--- src/rtl/apb_master_if.sv ---
// Bundles the command, response and APB signals of apb_master.
// Latency: none; this is wiring only.
// Backpressure: cmd_valid/cmd_ready and rsp_valid/rsp_ready handshakes; APB waits via PREADY.
//
// Modports:
//   master - seen by apb_master: command/response client side plus the APB requester pins
//   slave  - seen by the environment: drives commands, consumes responses, models the APB slave
interface apb_master_if #(
    parameter int ADDR_WIDTH = 32,
    parameter int DATA_WIDTH = 32
);
    localparam int STRB_WIDTH = DATA_WIDTH / 8;

    // command stream
    logic                  cmd_valid;
    logic                  cmd_ready;
    logic                  cmd_write;
    logic [ADDR_WIDTH-1:0] cmd_addr;
    logic [DATA_WIDTH-1:0] cmd_wdata;
    logic [STRB_WIDTH-1:0] cmd_strb;

    // response stream
    logic                  rsp_valid;
    logic                  rsp_ready;
    logic [DATA_WIDTH-1:0] rsp_rdata;
    logic                  rsp_slverr;
    logic                  rsp_timeout;

    // APB4 requester pins
    logic                  PSEL;
    logic                  PENABLE;
    logic                  PWRITE;
    logic [ADDR_WIDTH-1:0] PADDR;
    logic [DATA_WIDTH-1:0] PWDATA;
    logic [STRB_WIDTH-1:0] PSTRB;
    logic                  PREADY;
    logic [DATA_WIDTH-1:0] PRDATA;
    logic                  PSLVERR;

    modport master (
        input  cmd_valid, cmd_write, cmd_addr, cmd_wdata, cmd_strb,
        output cmd_ready,
        output rsp_valid, rsp_rdata, rsp_slverr, rsp_timeout,
        input  rsp_ready,
        output PSEL, PENABLE, PWRITE, PADDR, PWDATA, PSTRB,
        input  PREADY, PRDATA, PSLVERR
    );

    modport slave (
        output cmd_valid, cmd_write, cmd_addr, cmd_wdata, cmd_strb,
        input  cmd_ready,
        input  rsp_valid, rsp_rdata, rsp_slverr, rsp_timeout,
        output rsp_ready,
        input  PSEL, PENABLE, PWRITE, PADDR, PWDATA, PSTRB,
        output PREADY, PRDATA, PSLVERR
    );
endinterface

--- src/rtl/apb_master.sv ---
// Single-outstanding APB4 requester: valid/ready command in, SETUP/ACCESS transfer, valid/ready response out.
// Latency: accept at edge N -> PSEL after N, PENABLE after N+1, rsp_valid after N+2 (+1 per PREADY-low cycle).
// Backpressure: cmd_ready only in IDLE; rsp_valid and response data hold until rsp_ready; APB waits via PREADY.
//
// Ports:
//   PCLK     - clock, all logic on the rising edge
//   PRESETn  - synchronous active-low reset; drops any in-flight command without a response
//   bus      - apb_master_if.master: cmd_* (in, cmd_ready out), rsp_* (out, rsp_ready in),
//              PSEL/PENABLE/PWRITE/PADDR/PWDATA/PSTRB (out), PREADY/PRDATA/PSLVERR (in)
//
// Optional feature: define APB_MASTER_TIMEOUT_EN to abort an ACCESS phase after TIMEOUT_CYCLES
// cycles with PREADY low (response flagged with rsp_slverr=1, rsp_timeout=1, rsp_rdata=0).
// Without it ACCESS waits indefinitely and rsp_timeout is constant 0.
//
// Every output comes straight from a flop; there is no input-to-output combinational path.
module apb_master #(
    parameter int ADDR_WIDTH     = 32,
    parameter int DATA_WIDTH     = 32,
    parameter int TIMEOUT_CYCLES = 16
) (
    input  logic PCLK,
    input  logic PRESETn,
    apb_master_if.master bus
);
    localparam int STRB_WIDTH = DATA_WIDTH / 8;

    if (TIMEOUT_CYCLES < 1) begin : g_bad_timeout
        $error("apb_master: TIMEOUT_CYCLES must be at least 1");
    end

    typedef enum logic [1:0] {
        ST_IDLE   = 2'd0,
        ST_SETUP  = 2'd1,
        ST_ACCESS = 2'd2,
        ST_RESP   = 2'd3
    } state_e;

    // Latched command; also directly drives the APB address/control/data pins.
    typedef struct packed {
        logic                  write;
        logic [ADDR_WIDTH-1:0] addr;
        logic [DATA_WIDTH-1:0] wdata;
        logic [STRB_WIDTH-1:0] strb;
    } cmd_t;

    // Captured completion status.
    typedef struct packed {
        logic [DATA_WIDTH-1:0] rdata;
        logic                  slverr;
        logic                  timeout;
    } rsp_t;

    state_e state_q, state_d;
    cmd_t   cmd_q, cmd_d;
    rsp_t   rsp_q, rsp_d;

    logic psel_q,      psel_d;
    logic penable_q,   penable_d;
    logic rsp_valid_q, rsp_valid_d;
    logic cmd_ready_q, cmd_ready_d;

    logic accept;       // command handshake this cycle
    logic xfer_done;    // slave completes the ACCESS phase this cycle
    logic timeout_hit;  // watchdog aborts the ACCESS phase this cycle

    // cmd_ready_q is high exactly when the FSM sits in IDLE out of reset.
    assign accept    = bus.cmd_valid & cmd_ready_q;
    assign xfer_done = (state_q == ST_ACCESS) & bus.PREADY;

`ifdef APB_MASTER_TIMEOUT_EN
    // Counts completed PREADY-low ACCESS cycles; the cycle being evaluated is wait_q+1.
    localparam int WAIT_W = (TIMEOUT_CYCLES > 1) ? $clog2(TIMEOUT_CYCLES) : 1;

    logic [WAIT_W-1:0] wait_q, wait_d;

    // PREADY=1 on the last allowed cycle is a normal completion, so timeout needs PREADY low.
    assign timeout_hit = (state_q == ST_ACCESS) & ~bus.PREADY &
                         (wait_q == WAIT_W'(TIMEOUT_CYCLES - 1));

    always_comb begin
        wait_d = wait_q;
        if (state_q == ST_SETUP) begin
            wait_d = '0;
        end else if ((state_q == ST_ACCESS) && !bus.PREADY && !timeout_hit) begin
            wait_d = wait_q + 1'b1;
        end
    end

    always_ff @(posedge PCLK) begin
        if (!PRESETn) begin
            wait_q <= '0;
        end else begin
            wait_q <= wait_d;
        end
    end
`else
    assign timeout_hit = 1'b0;
`endif

    // ------------------------------------------------------------------
    // FSM: state register
    // ------------------------------------------------------------------
    always_ff @(posedge PCLK) begin
        if (!PRESETn) begin
            state_q <= ST_IDLE;
        end else begin
            state_q <= state_d;
        end
    end

    // ------------------------------------------------------------------
    // FSM: next-state logic
    // ------------------------------------------------------------------
    always_comb begin
        state_d = state_q;
        case (state_q)
            ST_IDLE: begin
                if (accept) begin
                    state_d = ST_SETUP;
                end
            end
            ST_SETUP: begin
                state_d = ST_ACCESS;
            end
            ST_ACCESS: begin
                if (xfer_done || timeout_hit) begin
                    state_d = ST_RESP;
                end
            end
            ST_RESP: begin
                if (bus.rsp_ready) begin
                    state_d = ST_IDLE;
                end
            end
            default: begin
                state_d = ST_IDLE;
            end
        endcase
    end

    // ------------------------------------------------------------------
    // FSM: output logic. Decoded from the next state so the control
    // pins can be registered and still line up with the state register.
    // ------------------------------------------------------------------
    always_comb begin
        psel_d      = (state_d == ST_SETUP) || (state_d == ST_ACCESS);
        penable_d   = (state_d == ST_ACCESS);
        rsp_valid_d = (state_d == ST_RESP);
        cmd_ready_d = (state_d == ST_IDLE);
    end

    always_ff @(posedge PCLK) begin
        if (!PRESETn) begin
            psel_q      <= 1'b0;
            penable_q   <= 1'b0;
            rsp_valid_q <= 1'b0;
            cmd_ready_q <= 1'b0;
        end else begin
            psel_q      <= psel_d;
            penable_q   <= penable_d;
            rsp_valid_q <= rsp_valid_d;
            cmd_ready_q <= cmd_ready_d;
        end
    end

    // ------------------------------------------------------------------
    // Datapath: command latch and response capture
    // ------------------------------------------------------------------
    always_comb begin
        cmd_d = cmd_q;
        if (accept) begin
            cmd_d.write = bus.cmd_write;
            cmd_d.addr  = bus.cmd_addr;
            // Reads never present write data or strobes on the bus.
            cmd_d.wdata = bus.cmd_write ? bus.cmd_wdata : '0;
            cmd_d.strb  = bus.cmd_write ? bus.cmd_strb  : '0;
        end
    end

    always_comb begin
        rsp_d = rsp_q;
        if (xfer_done) begin
            // Read data is returned even alongside PSLVERR; writes always return zero.
            rsp_d.rdata   = cmd_q.write ? '0 : bus.PRDATA;
            rsp_d.slverr  = bus.PSLVERR;
            rsp_d.timeout = 1'b0;
        end else if (timeout_hit) begin
            rsp_d.rdata   = '0;
            rsp_d.slverr  = 1'b1;
            rsp_d.timeout = 1'b1;
        end
    end

    always_ff @(posedge PCLK) begin
        if (!PRESETn) begin
            cmd_q <= '0;
            rsp_q <= '0;
        end else begin
            cmd_q <= cmd_d;
            rsp_q <= rsp_d;
        end
    end

    // ------------------------------------------------------------------
    // Outputs
    // ------------------------------------------------------------------
    assign bus.cmd_ready   = cmd_ready_q;
    assign bus.rsp_valid   = rsp_valid_q;
    assign bus.rsp_rdata   = rsp_q.rdata;
    assign bus.rsp_slverr  = rsp_q.slverr;
    // Without the watchdog this flop can never be set and folds to constant 0.
    assign bus.rsp_timeout = rsp_q.timeout;

    assign bus.PSEL    = psel_q;
    assign bus.PENABLE = penable_q;
    assign bus.PWRITE  = cmd_q.write;
    assign bus.PADDR   = cmd_q.addr;
    assign bus.PWDATA  = cmd_q.wdata;
    assign bus.PSTRB   = cmd_q.strb;

endmodule

--- src/flat_wrapper.sv ---
// flat-port wrapper written by rule: the top's interface ports become plain ports
module apb_master_flat 
#(
    parameter int ADDR_WIDTH     = 32,
    parameter int DATA_WIDTH     = 32,
    parameter int TIMEOUT_CYCLES = 16
)
  (PCLK, PRESETn, bus_cmd_valid, bus_cmd_write, bus_cmd_addr, bus_cmd_wdata, bus_cmd_strb, bus_cmd_ready, bus_rsp_valid, bus_rsp_rdata, bus_rsp_slverr, bus_rsp_timeout, bus_rsp_ready, bus_PSEL, bus_PENABLE, bus_PWRITE, bus_PADDR, bus_PWDATA, bus_PSTRB, bus_PREADY, bus_PRDATA, bus_PSLVERR);
  apb_master_if #(.ADDR_WIDTH(ADDR_WIDTH), .DATA_WIDTH(DATA_WIDTH)) bus_i ();
  input  logic PCLK;
  input  logic PRESETn;
  input wire logic [$bits(bus_i.cmd_valid)-1:0] bus_cmd_valid;
  input wire logic [$bits(bus_i.cmd_write)-1:0] bus_cmd_write;
  input wire logic [$bits(bus_i.cmd_addr)-1:0] bus_cmd_addr;
  input wire logic [$bits(bus_i.cmd_wdata)-1:0] bus_cmd_wdata;
  input wire logic [$bits(bus_i.cmd_strb)-1:0] bus_cmd_strb;
  output wire logic [$bits(bus_i.cmd_ready)-1:0] bus_cmd_ready;
  output wire logic [$bits(bus_i.rsp_valid)-1:0] bus_rsp_valid;
  output wire logic [$bits(bus_i.rsp_rdata)-1:0] bus_rsp_rdata;
  output wire logic [$bits(bus_i.rsp_slverr)-1:0] bus_rsp_slverr;
  output wire logic [$bits(bus_i.rsp_timeout)-1:0] bus_rsp_timeout;
  input wire logic [$bits(bus_i.rsp_ready)-1:0] bus_rsp_ready;
  output wire logic [$bits(bus_i.PSEL)-1:0] bus_PSEL;
  output wire logic [$bits(bus_i.PENABLE)-1:0] bus_PENABLE;
  output wire logic [$bits(bus_i.PWRITE)-1:0] bus_PWRITE;
  output wire logic [$bits(bus_i.PADDR)-1:0] bus_PADDR;
  output wire logic [$bits(bus_i.PWDATA)-1:0] bus_PWDATA;
  output wire logic [$bits(bus_i.PSTRB)-1:0] bus_PSTRB;
  input wire logic [$bits(bus_i.PREADY)-1:0] bus_PREADY;
  input wire logic [$bits(bus_i.PRDATA)-1:0] bus_PRDATA;
  input wire logic [$bits(bus_i.PSLVERR)-1:0] bus_PSLVERR;
  assign bus_i.cmd_valid = bus_cmd_valid;
  assign bus_i.cmd_write = bus_cmd_write;
  assign bus_i.cmd_addr = bus_cmd_addr;
  assign bus_i.cmd_wdata = bus_cmd_wdata;
  assign bus_i.cmd_strb = bus_cmd_strb;
  assign bus_cmd_ready = bus_i.cmd_ready;
  assign bus_rsp_valid = bus_i.rsp_valid;
  assign bus_rsp_rdata = bus_i.rsp_rdata;
  assign bus_rsp_slverr = bus_i.rsp_slverr;
  assign bus_rsp_timeout = bus_i.rsp_timeout;
  assign bus_i.rsp_ready = bus_rsp_ready;
  assign bus_PSEL = bus_i.PSEL;
  assign bus_PENABLE = bus_i.PENABLE;
  assign bus_PWRITE = bus_i.PWRITE;
  assign bus_PADDR = bus_i.PADDR;
  assign bus_PWDATA = bus_i.PWDATA;
  assign bus_PSTRB = bus_i.PSTRB;
  assign bus_i.PREADY = bus_PREADY;
  assign bus_i.PRDATA = bus_PRDATA;
  assign bus_i.PSLVERR = bus_PSLVERR;
  apb_master #(.ADDR_WIDTH(ADDR_WIDTH), .DATA_WIDTH(DATA_WIDTH), .TIMEOUT_CYCLES(TIMEOUT_CYCLES)) u_core (.PCLK(PCLK), .PRESETn(PRESETn), .bus(bus_i));
endmodule
--- config.mk ---
export PLATFORM = sky130hd
export DESIGN_NAME = apb_master_flat
export DESIGN_NICKNAME = d
export VERILOG_FILES = /design/src/rtl/apb_master_if.sv /design/src/rtl/apb_master.sv /design/src/flat_wrapper.sv
export SDC_FILE = /design/constraint.sdc
export NUM_CORES = 1
export LEC_CHECK = 0
export ABC_AREA = 0
export BUFFER_PORTS_ARGS = -buffer_cell sky130_fd_sc_hd__buf_2
export CAP_MARGIN = 20
export CORE_UTILIZATION = 49
export CTS_CLUSTER_SIZE = 12
export DETAILED_ROUTE_END_ITERATION = 10
export GPL_TIMING_DRIVEN = 0
export PLACE_DENSITY = 0.84
export SLEW_MARGIN = 15
export SYNTH_ARGS = -nofsm -noshare
export SYNTH_HDL_FRONTEND = slang
export SYNTH_SLANG_ARGS = --single-unit
--- constraint.sdc ---
create_clock -name PCLK -period 2.21 [get_ports PCLK]
set_clock_uncertainty 0.1 [all_clocks]
set_input_delay 0.442 -clock PCLK [delete_from_list [all_inputs] [get_ports PCLK]]
set_output_delay 0.442 -clock PCLK [all_outputs]
set_load 0.005 [all_outputs]
==> results of run 1 <==
## worst max-delay path by stage
stage	endpoint	start	slack [ns]	cells after the start
2_1_floorplan	u_core.bus.PSEL	bus_cmd_valid	0.55	6
3_3_place_gp	u_core.bus.PSEL	bus_cmd_valid	0.36	7
3_5_place_dp	u_core.bus.PSEL	bus_cmd_valid	0.36	7
4_1_cts	u_core.bus.PSEL	u_core.bus.cmd_ready	0.60	6
5_1_grt	u_core.bus.PSEL	u_core.bus.cmd_ready	0.56	6
6_report	u_core.bus.PSEL	u_core.bus.cmd_ready	0.62	6
## layer usage
layer  track usage (%)  up-vias
met1              27.1     1866
met2              39.6      148
met3              5.56        9
met5                 0        -
li1                  -     2077
met4              6.50        0
## cell usage in the layout, fill, tap and decap left out, types with 2 or more instances in the layout
cell,netlist,final
clkbuf_1,13,15
nand3_1,62,62
buf_12,2,2
ha_1,3,3
buf_4,11,11
clkinv_4,0,2
inv_1,2,2
dfxtp_1,108,108
nand2_1,104,104
o21ai_2,13,13
buf_8,2,2
nor2_1,2,2
nand3_2,7,7
buf_6,3,3
a21boi_1,68,68
and2_1,6,6
clkbuf_8,0,10
o21ai_0,3,3
buf_2,14,224
nand3b_1,32,32
o21ai_1,17,17
## registers in the layout, indices dropped and copies added (netlist names)
name                   flops
u_core.bus.PADDR          32
u_core.bus.rsp_valid       1
u_core.bus.rsp_slverr      1
u_core.bus.PWRITE          1
u_core.bus.cmd_ready       1
u_core.bus.PENABLE         1
u_core.bus.PWDATA         32
u_core.state_q             2
u_core.bus.PSEL            1
u_core.bus.PSTRB           4
u_core.bus.rsp_rdata      32
## worst max-delay path, delay by kind of cell, from the launching register on
family                     cells  cell delay, ns
buffers and inverters          2            0.35
DFF                            1            0.33
and+or+nand+nor                2            0.28
adders and majority gates      1            0.26
AOI/OAI and AO/OA              1            0.19
## power by group
part	switching (mW)	internal, mW	leakage, nW
Clock	0.662	0.452	0.0872
Sequential	0.0464	2.03	0.876
Combinational	0.308	0.280	1.69
## cell type report
| type | instances | area, um2 |
|---|---|---|
| Fill cell | 732 | 2940 |
| Sequential cell | 108 | 2160 |
| Multi-Input combinational cell | 326 | 1900 |
| Timing Repair Buffer | 210 | 1050 |
| Buffer | 46 | 310 |
| Clock buffer | 12 | 145 |
| Tap cell | 108 | 135 |
| Clock inverter | 4 | 33.8 |
| Inverter | 2 | 7.51 |
## cell families after synthesis
| group | after synthesis | synth area share, % |
|---|---|---|
| and+or+nand+nor | 216 | 24.9 |
| DFF | 108 | 49.4 |
| AOI/OAI and AO/OA | 105 | 17.3 |
| buffers and inverters | 48 | 7.26 |
| adders and majority gates | 3 | 0.857 |
| muxes | 1 | 0.229 |
| other | 1 | 0.0857 |
## stage by stage
stage / hold slack (ns) / worst slack (ns) / power [mW]
2_1_floorplan: 0.347 / 0.549 / 2.45
3_3_place_gp: 0.333 / 0.356 / 2.70
5_1_grt: 0.193 / 0.561 / 3.98
4_1_cts: 0.196 / 0.600 / 3.82
6_report: 0.213 / 0.622 / 3.78
3_5_place_dp: 0.342 / 0.357 / 2.72
==> run summary, run 1 <==
status - complete, no violations
worst min path class - primary input to register
worst r2r src - u_core.bus.cmd_ready
critical path class - register to register
Synth Instances - 482
DP Area - 5560 um2
cts repair resizes - 0
Avg WL per Cell - 13.7 um
worst path cell trace - and2_1 -> buf_4 -> buf_4 -> a22o_1 -> ha_1 -> and2_1
Starting Density - 50.4%
drt total wl - 11200 um
die width - 96.5 um
gpl congestion - 0.821
grt ovf - 0
DRC - 0
Area Overhead vs Synth - 31.2%
Post-Syn Nets - 592
# IOs - 214
cell area after layout - 5740 um2
Top Layer Used - met4
initial antenna violation count - 0
first-pass GRT wire length - 16200 um
TritonRoute pass-1 iters - 4
PwrDens - 659 nW/um2
Layout Utilization - 66.2%
Final period util - 71.8%
Area contributors post-synth - dfxtp_1 49%, a21boi_1 12%, nand2_1 8.9%, nand3_1 7.1%, nand3b_1 5.5%
DIE AREA - 9320 um2
initial DRC count - 131
max incr delay on CP - 0.33 ns
share of layout cells above drive strength 1 - 39.4%
hold path depth - 3
peak supply drop - 333 uV
Diodes inserted - 0
Root Driver - clkbuf_8
asr flop ratio synth - 0%
clk slew on worst S/H paths - 0.10 ns
Synth Flop Type - dfxtp_1
average footprint of a synthesized cell - 9.08 um2
Vias - 4100
Critical Path Start Type - register
htree depth - 3
Final Non-Filler Cells - 816
min-delay src - bus_cmd_addr[5]
Fmax - 0.630 GHz
Clock Path Buffers - 2
antenna-violating nets left - 0
final slew viol count - 0
P_leak - 2.66 nW
met2 WL - 5510 um
Post-CTS Setup Repair Bufs - 0
count leader, synth - dfxtp_1
Max Cap Viol - 0
wire length on met3 - 819 um
Final HPWL DP - 8640 um
Yosys reg bits - 108
RSZ-0062 raised after global routing - no
met1 WL - 4760 um
Yosys warning count - 0
number of global-route vias before repair - 3476
CTS sink cnt - 108
reg2reg path depth - 6
Seq/Total Area, Yosys - 49.4%
Hold Path End - u_core.bus.PADDR[5]
capture instance of the worst register-to-register path - u_core.bus.PSEL
largest net degree at the start of global routing - 18
CP Max Fanout - 10
Critical Path AT - 1.73 ns
TNS Setup - 0 ns
DIE HEIGHT - 96.5 um
Hold Violations, Final - 0
Synth top cells by count - 108 x dfxtp_1, 104 x nand2_1, 68 x a21boi_1, 62 x nand3_1, 32 x nand3b_1
Site Rows - 34
synthesized area - 4380 um2
post-synth top area cell - dfxtp_1
cts hold-fix bufs - 0
WP data required - 2.36 ns
top cell type's share of synthesized area - 49.4%
post-synthesis cell type count - 29
vias per cell - 5.02
Worst Setup End Kind - register
CTS tree - done
FF-to-FF setup slack - 0.62 ns
CTS buffer count - 9
Total Nets Final - 813
IO Port Bufs - 210
CP max-delay cell - dfxtp_1
# setup viols final - 0
EDFF count, synth - 0
Final min period - 1.59 ns
GRT Total Usage - 22.5%
Cells after DPL - 800
clock latency on the worst-skew pair - 0.34 ns
core area - 8680 um2
Note: power is estimated with default switching activity, not from simulation.
==> run 2: changes to the inputs <==
--- a/config.mk
+++ b/config.mk
@@ -8,11 +8,11 @@
 export ABC_AREA = 0
 export BUFFER_PORTS_ARGS = -buffer_cell sky130_fd_sc_hd__buf_2
 export CAP_MARGIN = 20
-export CORE_UTILIZATION = 49
+export CORE_UTILIZATION = 46
 export CTS_CLUSTER_SIZE = 12
 export DETAILED_ROUTE_END_ITERATION = 10
 export GPL_TIMING_DRIVEN = 0
-export PLACE_DENSITY = 0.84
+export PLACE_DENSITY = 0.8
 export SLEW_MARGIN = 15
 export SYNTH_ARGS = -nofsm -noshare
 export SYNTH_HDL_FRONTEND = slang
==> constraint.sdc (replaced) <==
create_clock -name PCLK -period 1.6 [get_ports PCLK]
set_clock_uncertainty 0.1 [all_clocks]
set_input_delay 0.32 -clock PCLK [delete_from_list [all_inputs] [get_ports PCLK]]
set_output_delay 0.32 -clock PCLK [all_outputs]
set_load 0.005 [all_outputs]
==> run 2 against run 1 <==
  * Count of clock-buffer cells in the layout shrank 1
  * Critical path depth decreased by 1
  * Sequential share of layout area shrank 0.057 points
==> run summary, run 2 (synthesis gave the netlist of run 1 again) <==
Hold Violations, Final - 0 (unchanged)
fin worst setup slack - 0.126 ns (-0.497 ns)
die width - 99.6 um (+3.1%)
Area Overhead vs Synth - 31.4%
TritonRoute pass-1 iters - 4 (unchanged)
Critical Path AT - 1.62 ns (-0.11 ns)
# setup viols final - 0 (unchanged)
CTS sink cnt - 108 (unchanged)
IO Port Bufs - 210 (unchanged)
CP Max Fanout - 18 (+8)
CTS buffer count - 9 (unchanged)
min-delay src - bus_PSLVERR
initial antenna violation count - 0 (unchanged)
RSZ-0062 raised after global routing - no
first-pass GRT wire length - 17900 um (+11%)
antenna-violating nets left - 0 (unchanged)
P_leak - 2.64 nW (-0.47%)
gpl congestion - 0.783 (-4.6%)
peak supply drop - 450 uV (+35%)
Site Rows - 35 (+2.9%)
Fmax - 0.678 GHz (+7.7%)
cts repair resizes - 0 (unchanged)
share of layout cells above drive strength 1 - 39.3% (-0.086 points)
Worst Setup End Kind - register
status - complete, no violations
worst min path class - primary input to register
critical path class - register to register
Critical Path Start Type - register
worst r2r src - u_core.bus.cmd_ready
CTS tree - done
vias per cell - 4.93 (-2.0%)
initial DRC count - 130 (-0.76%)
commonest non-fill, non-tap cell in the layout - buf_2
largest net degree at the start of global routing - 19 (+1)
WHS - 0.0817 ns (-0.132 ns)
GRT Total Usage - 22.7% (+0.21 points)
WP data required - 1.74 ns (-0.62 ns)
Diodes inserted - 0 (unchanged)
DIE AREA - 9910 um2 (+6.4%)
htree depth - 3 (unchanged)
Clock Path Buffers - 2 (unchanged)
most frequent cells in the layout - 224 x buf_2, 108 x dfxtp_1, 104 x nand2_1
PwrDens - 897 nW/um2 (+36%)
clk slew on worst S/H paths - 0.11 ns (about the same)
clock latency on the worst-skew pair - 0.35 ns (about the same)
Final Non-Filler Cells - 836 (+2.5%)
Starting Density - 47.4% (-3.1 points)
Final period util - 92.1% (+20 points)
Final HPWL DP - 8750 um (+1.3%)
TNS Setup - 0 ns (unchanged)
Cells after DPL - 821 (+2.6%)
final slew viol count - 0 (unchanged)
DRC - 0 (unchanged)
drt total wl - 11300 um (+1.4%)
Vias - 4118 (+0.44%)
# IOs - 214 (unchanged)
Post-CTS Setup Repair Bufs - 0 (unchanged)
Root Driver - clkbuf_8
DIE HEIGHT - 99.6 um (+3.1%)
total chip power - 5.16 mW (+36%)
DP Worst Slack - -0.128 ns (-0.485 ns)
cts hold-fix bufs - 0 (unchanged)
Avg WL per Cell - 13.6 um (-1.0%)
Max Cap Viol - 0 (unchanged)
Total Nets Final - 812 (-0.12%)
grt ovf - 0 (unchanged)
core area - 9240 um2 (+6.5%)
number of global-route vias before repair - 3873 (+11%)
Final min period - 1.47 ns (-0.113 ns)
crit path launch - u_core.bus.cmd_ready
## run 2: per-stage QoR
stage          utilization [%]  instance area, um2
2_1_floorplan                -                4380
3_3_place_gp              60.5                5590
3_5_place_dp              60.5                5590
4_1_cts                   62.2                5750
5_1_grt                   62.2                5750
6_report                  62.2                5750
## run 2: final timing paths
path                                end  slack [ns]  depth (start not counted)
setup reg to reg        u_core.bus.PSEL        0.13                          5
hold / removal    u_core.bus.rsp_slverr        0.08                          3
hold reg to reg     u_core.bus.PSTRB[1]        0.35                          2
setup / recovery        u_core.bus.PSEL        0.13                          5
## run 2: cell type report
type / instances / area [um2]
buffer: 45 / 303
clock buffer: 11 / 131
clock inverter: 5 / 37.5
fill: 840 / 3490
inverter: 2 / 7.51
multi-input combinational: 326 / 1900
sequential: 108 / 2160
tap: 129 / 161
timing repair buffer: 210 / 1050
## run 2: critical path: stages (launching register included)
cell     delay (ns)
dfxtp_1        0.33
and2_1         0.13
buf_4          0.20
a22o_1         0.20
ha_1           0.26
and2_1         0.15
## run 2: power by group
| part | internal [mW] | switching, mW |
|---|---|---|
| Sequential | 2.81 | 0.0649 |
| Clock | 0.575 | 0.907 |
| Combinational | 0.383 | 0.422 |
## run 2: routing by layer
metal  up-vias  global-route usage [%]  part of all wire (%)  wire length [um]
met2       159                    41.6                    50              5710
met5         -                       0                     0                 0
met1      1881                    25.5                    41              4600
met3        10                    6.61                   8.1               918
li1       2068                       -                     -                 -
met4         0                    6.33                  0.86                97
==> run 3: changes to the inputs <==
--- a/config.mk
+++ b/config.mk
@@ -8,11 +8,12 @@
 export ABC_AREA = 0
 export BUFFER_PORTS_ARGS = -buffer_cell sky130_fd_sc_hd__buf_2
 export CAP_MARGIN = 20
-export CORE_UTILIZATION = 46
+export CORE_ASPECT_RATIO = 0.75
+export CORE_UTILIZATION = 45
 export CTS_CLUSTER_SIZE = 12
 export DETAILED_ROUTE_END_ITERATION = 10
 export GPL_TIMING_DRIVEN = 0
-export PLACE_DENSITY = 0.8
+export PLACE_DENSITY = 0.78
 export SLEW_MARGIN = 15
 export SYNTH_ARGS = -nofsm -noshare
 export SYNTH_HDL_FRONTEND = slang
==> run 3 against run 2 <==
  * Worst hold slack gained 0.030 ns
  * Final cell count unchanged
  * Maximum frequency is 1.3% higher
  * Critical endpoint unchanged
  * Design area up 1.9%
  * Sequential power about the same
  * Core utilization is 1.2 points higher
==> run summary, run 3 (synthesis gave the netlist of run 1 again) <==
# setup viols final - 0 (unchanged)
gpl congestion - 0.826 (+5.5%)
CTS sink cnt - 108 (unchanged)
CP max-delay cell - dfxtp_1
initial antenna violation count - 1 (+1)
min-delay src - bus_PSLVERR
vias per cell - 5.05 (+2.5%)
DIE HEIGHT - 87.4 um (-12%)
TritonRoute pass-1 iters - 4 (unchanged)
# IOs - 214 (unchanged)
Final HPWL DP - 9400 um (+7.4%)
CTS tree - done
Final period util - 91.0% (-1.1 points)
part of the power in registers - 49.9% (-5.8 points)
Final Non-Filler Cells - 836 (unchanged)
Starting Density - 47.4% (about the same)
crit path launch - u_core.state_q[0]
final slew viol count - 0 (unchanged)
worst min path class - primary input to register
DP Worst Slack - -0.126 ns (+0.00184 ns)
Max Cap Viol - 0 (unchanged)
die width - 116 um (+16%)
status - complete, no violations
Root Driver - clkbuf_16
Final min period - 1.46 ns (-0.0182 ns)
first-pass GRT wire length - 19000 um (+6.1%)
IO Port Bufs - 210 (unchanged)
TNS Setup - 0 ns (unchanged)
worst r2r src - u_core.state_q[0]
DIE AREA - 10100 um2 (+2.2%)
max incr delay on CP - 0.38 ns (+0.05 ns)
drt total wl - 12100 um (+6.8%)
Cells after DPL - 820 (-0.12%)
clk slew on worst S/H paths - 0.07 ns (-0.04 ns)
Hold Violations, Final - 0 (unchanged)
most frequent cells in the layout - 224 x buf_2, 108 x dfxtp_1, 104 x nand2_1
initial DRC count - 254 (+95%)
worst path cell trace - mux2i_1 -> a22o_1 -> ha_1 -> and2_1
Crit path max-delay family - flip-flops
Critical Path AT - 1.59 ns (-0.03 ns)
Post-CTS Setup Repair Bufs - 0 (unchanged)
cts hold-fix bufs - 0 (unchanged)
Avg WL per Cell - 14.5 um (+6.8%)
Total Nets Final - 812 (unchanged)
Area Overhead vs Synth - 33.9%
clock share of power - 35.9% (+7.2 points)
clock latency on the worst-skew pair - 0.33 ns (-0.02 ns)
Net Sw Power - 1.51 mW (+8.4%)
DRC - 0 (unchanged)
P_leak - 2.70 nW (+2.1%)
share of layout cells above drive strength 1 - 39.6% (+0.28 points)
PwrDens - 984 nW/um2 (+9.7%)
combinational power share - 14.2% (-1.4 points)
largest net degree at the start of global routing - 19 (unchanged)
WP data required - 1.73 ns (about the same)
Clock Path Buffers - 2 (unchanged)
layout filler cell count - 821 (-2.3%)
cts repair resizes - 0 (unchanged)
Fmax - 0.687 GHz (+1.3%)
grt ovf - 0 (unchanged)
Sw Ratio - 26.2% (-0.81 points)
core area - 9230 um2 (about the same)
Worst Setup End Kind - register
antenna-violating nets left - 0 (unchanged)
CTS buffer count - 9 (unchanged)
cell internal pwr - 4.26 mW (+13%)
fin worst setup slack - 0.144 ns (+0.0182 ns)
peak supply drop - 722 uV (+61%)
RSZ-0062 raised after global routing - no
htree depth - 3 (unchanged)
critical path class - register to register
Vias - 4221 (+2.5%)
Site Rows - 30 (-14%)
Critical Path Start Type - register
GRT Total Usage - 24.0% (+1.4 points)
CP Max Fanout - 4 (-14)
Buf+Inv Stages, Crit Path - 0 (-1)
number of global-route vias before repair - 3963 (+2.3%)
commonest non-fill, non-tap cell in the layout - buf_2
==> run 3: changes by cell type in the layout (fill, tap and decap cells not counted) <==
cell,change
clkinv_4,+2
clkbuf_16,+9
clkinv_2,+1
clkbuf_1,-2
clkinvlp_4,-1
clkbuf_8,-9
diode_2,+1
==> run 3: worst reg2reg max path, delay by kind of cell (launching register included) <==
family	cells	cell delay, ns
DFF	1	0.38
muxes	1	0.32
adders and majority gates	1	0.21
AOI/OAI and AO/OA	1	0.19
and+or+nand+nor	1	0.15
==> run 3: routing by layer <==
layer	vias to the layer above	routed length (um)	GRT usage, %
li1	2079	-	-
met1	1999	5490	29.8
met2	125	5860	41.3
met3	18	589	6.19
met4	0	165	6.64
met5	-	0	0
==> run 3: metrics by stage <==
stage,cell area [um2],util (%),power [mW],hold WS (ns)
CTS,5870,63.5,5.82,0.0984
floorplan,4380,-,3.39,0.347
finish,5860,63.5,5.77,0.112
detailed placement,5590,60.5,3.77,0.339
global route,5860,63.5,6.03,0.107
global placement,5590,60.5,3.73,0.334
==> run 3: path summary, 6_finish.rpt <==
check | end | slack [ns] | cells past startpoint
setup / recovery | u_core.bus.PSEL | 0.14 | 4
hold / removal | u_core.bus.rsp_slverr | 0.11 | 3
setup reg to reg | u_core.bus.PSEL | 0.14 | 4
hold reg to reg | u_core.bus.PWDATA[26] | 0.35 | 2
==> run 3: area by class of cell <==
class	count	area, um2	area share, %
sequential	108	2160	36.9
tap	128	160	2.73
buffer	45	303	5.17
clock inverter	7	52.6	0.896
clock buffer	9	225	3.84
inverter	2	7.51	0.128
antenna	1	2.50	0.0427
multi-input combinational	326	1900	32.4
timing repair buffer	210	1050	17.9
==> run 3: power by group through the flow <==
stage	clock (mW)	combinational [mW]	sequential (mW)
2_1_floorplan	0	0.443	2.95
3_3_place_gp	0	0.802	2.93
3_5_place_dp	0	0.828	2.94
4_1_cts	2.12	0.831	2.88
5_1_grt	2.22	0.917	2.89
6_report	2.07	0.821	2.88
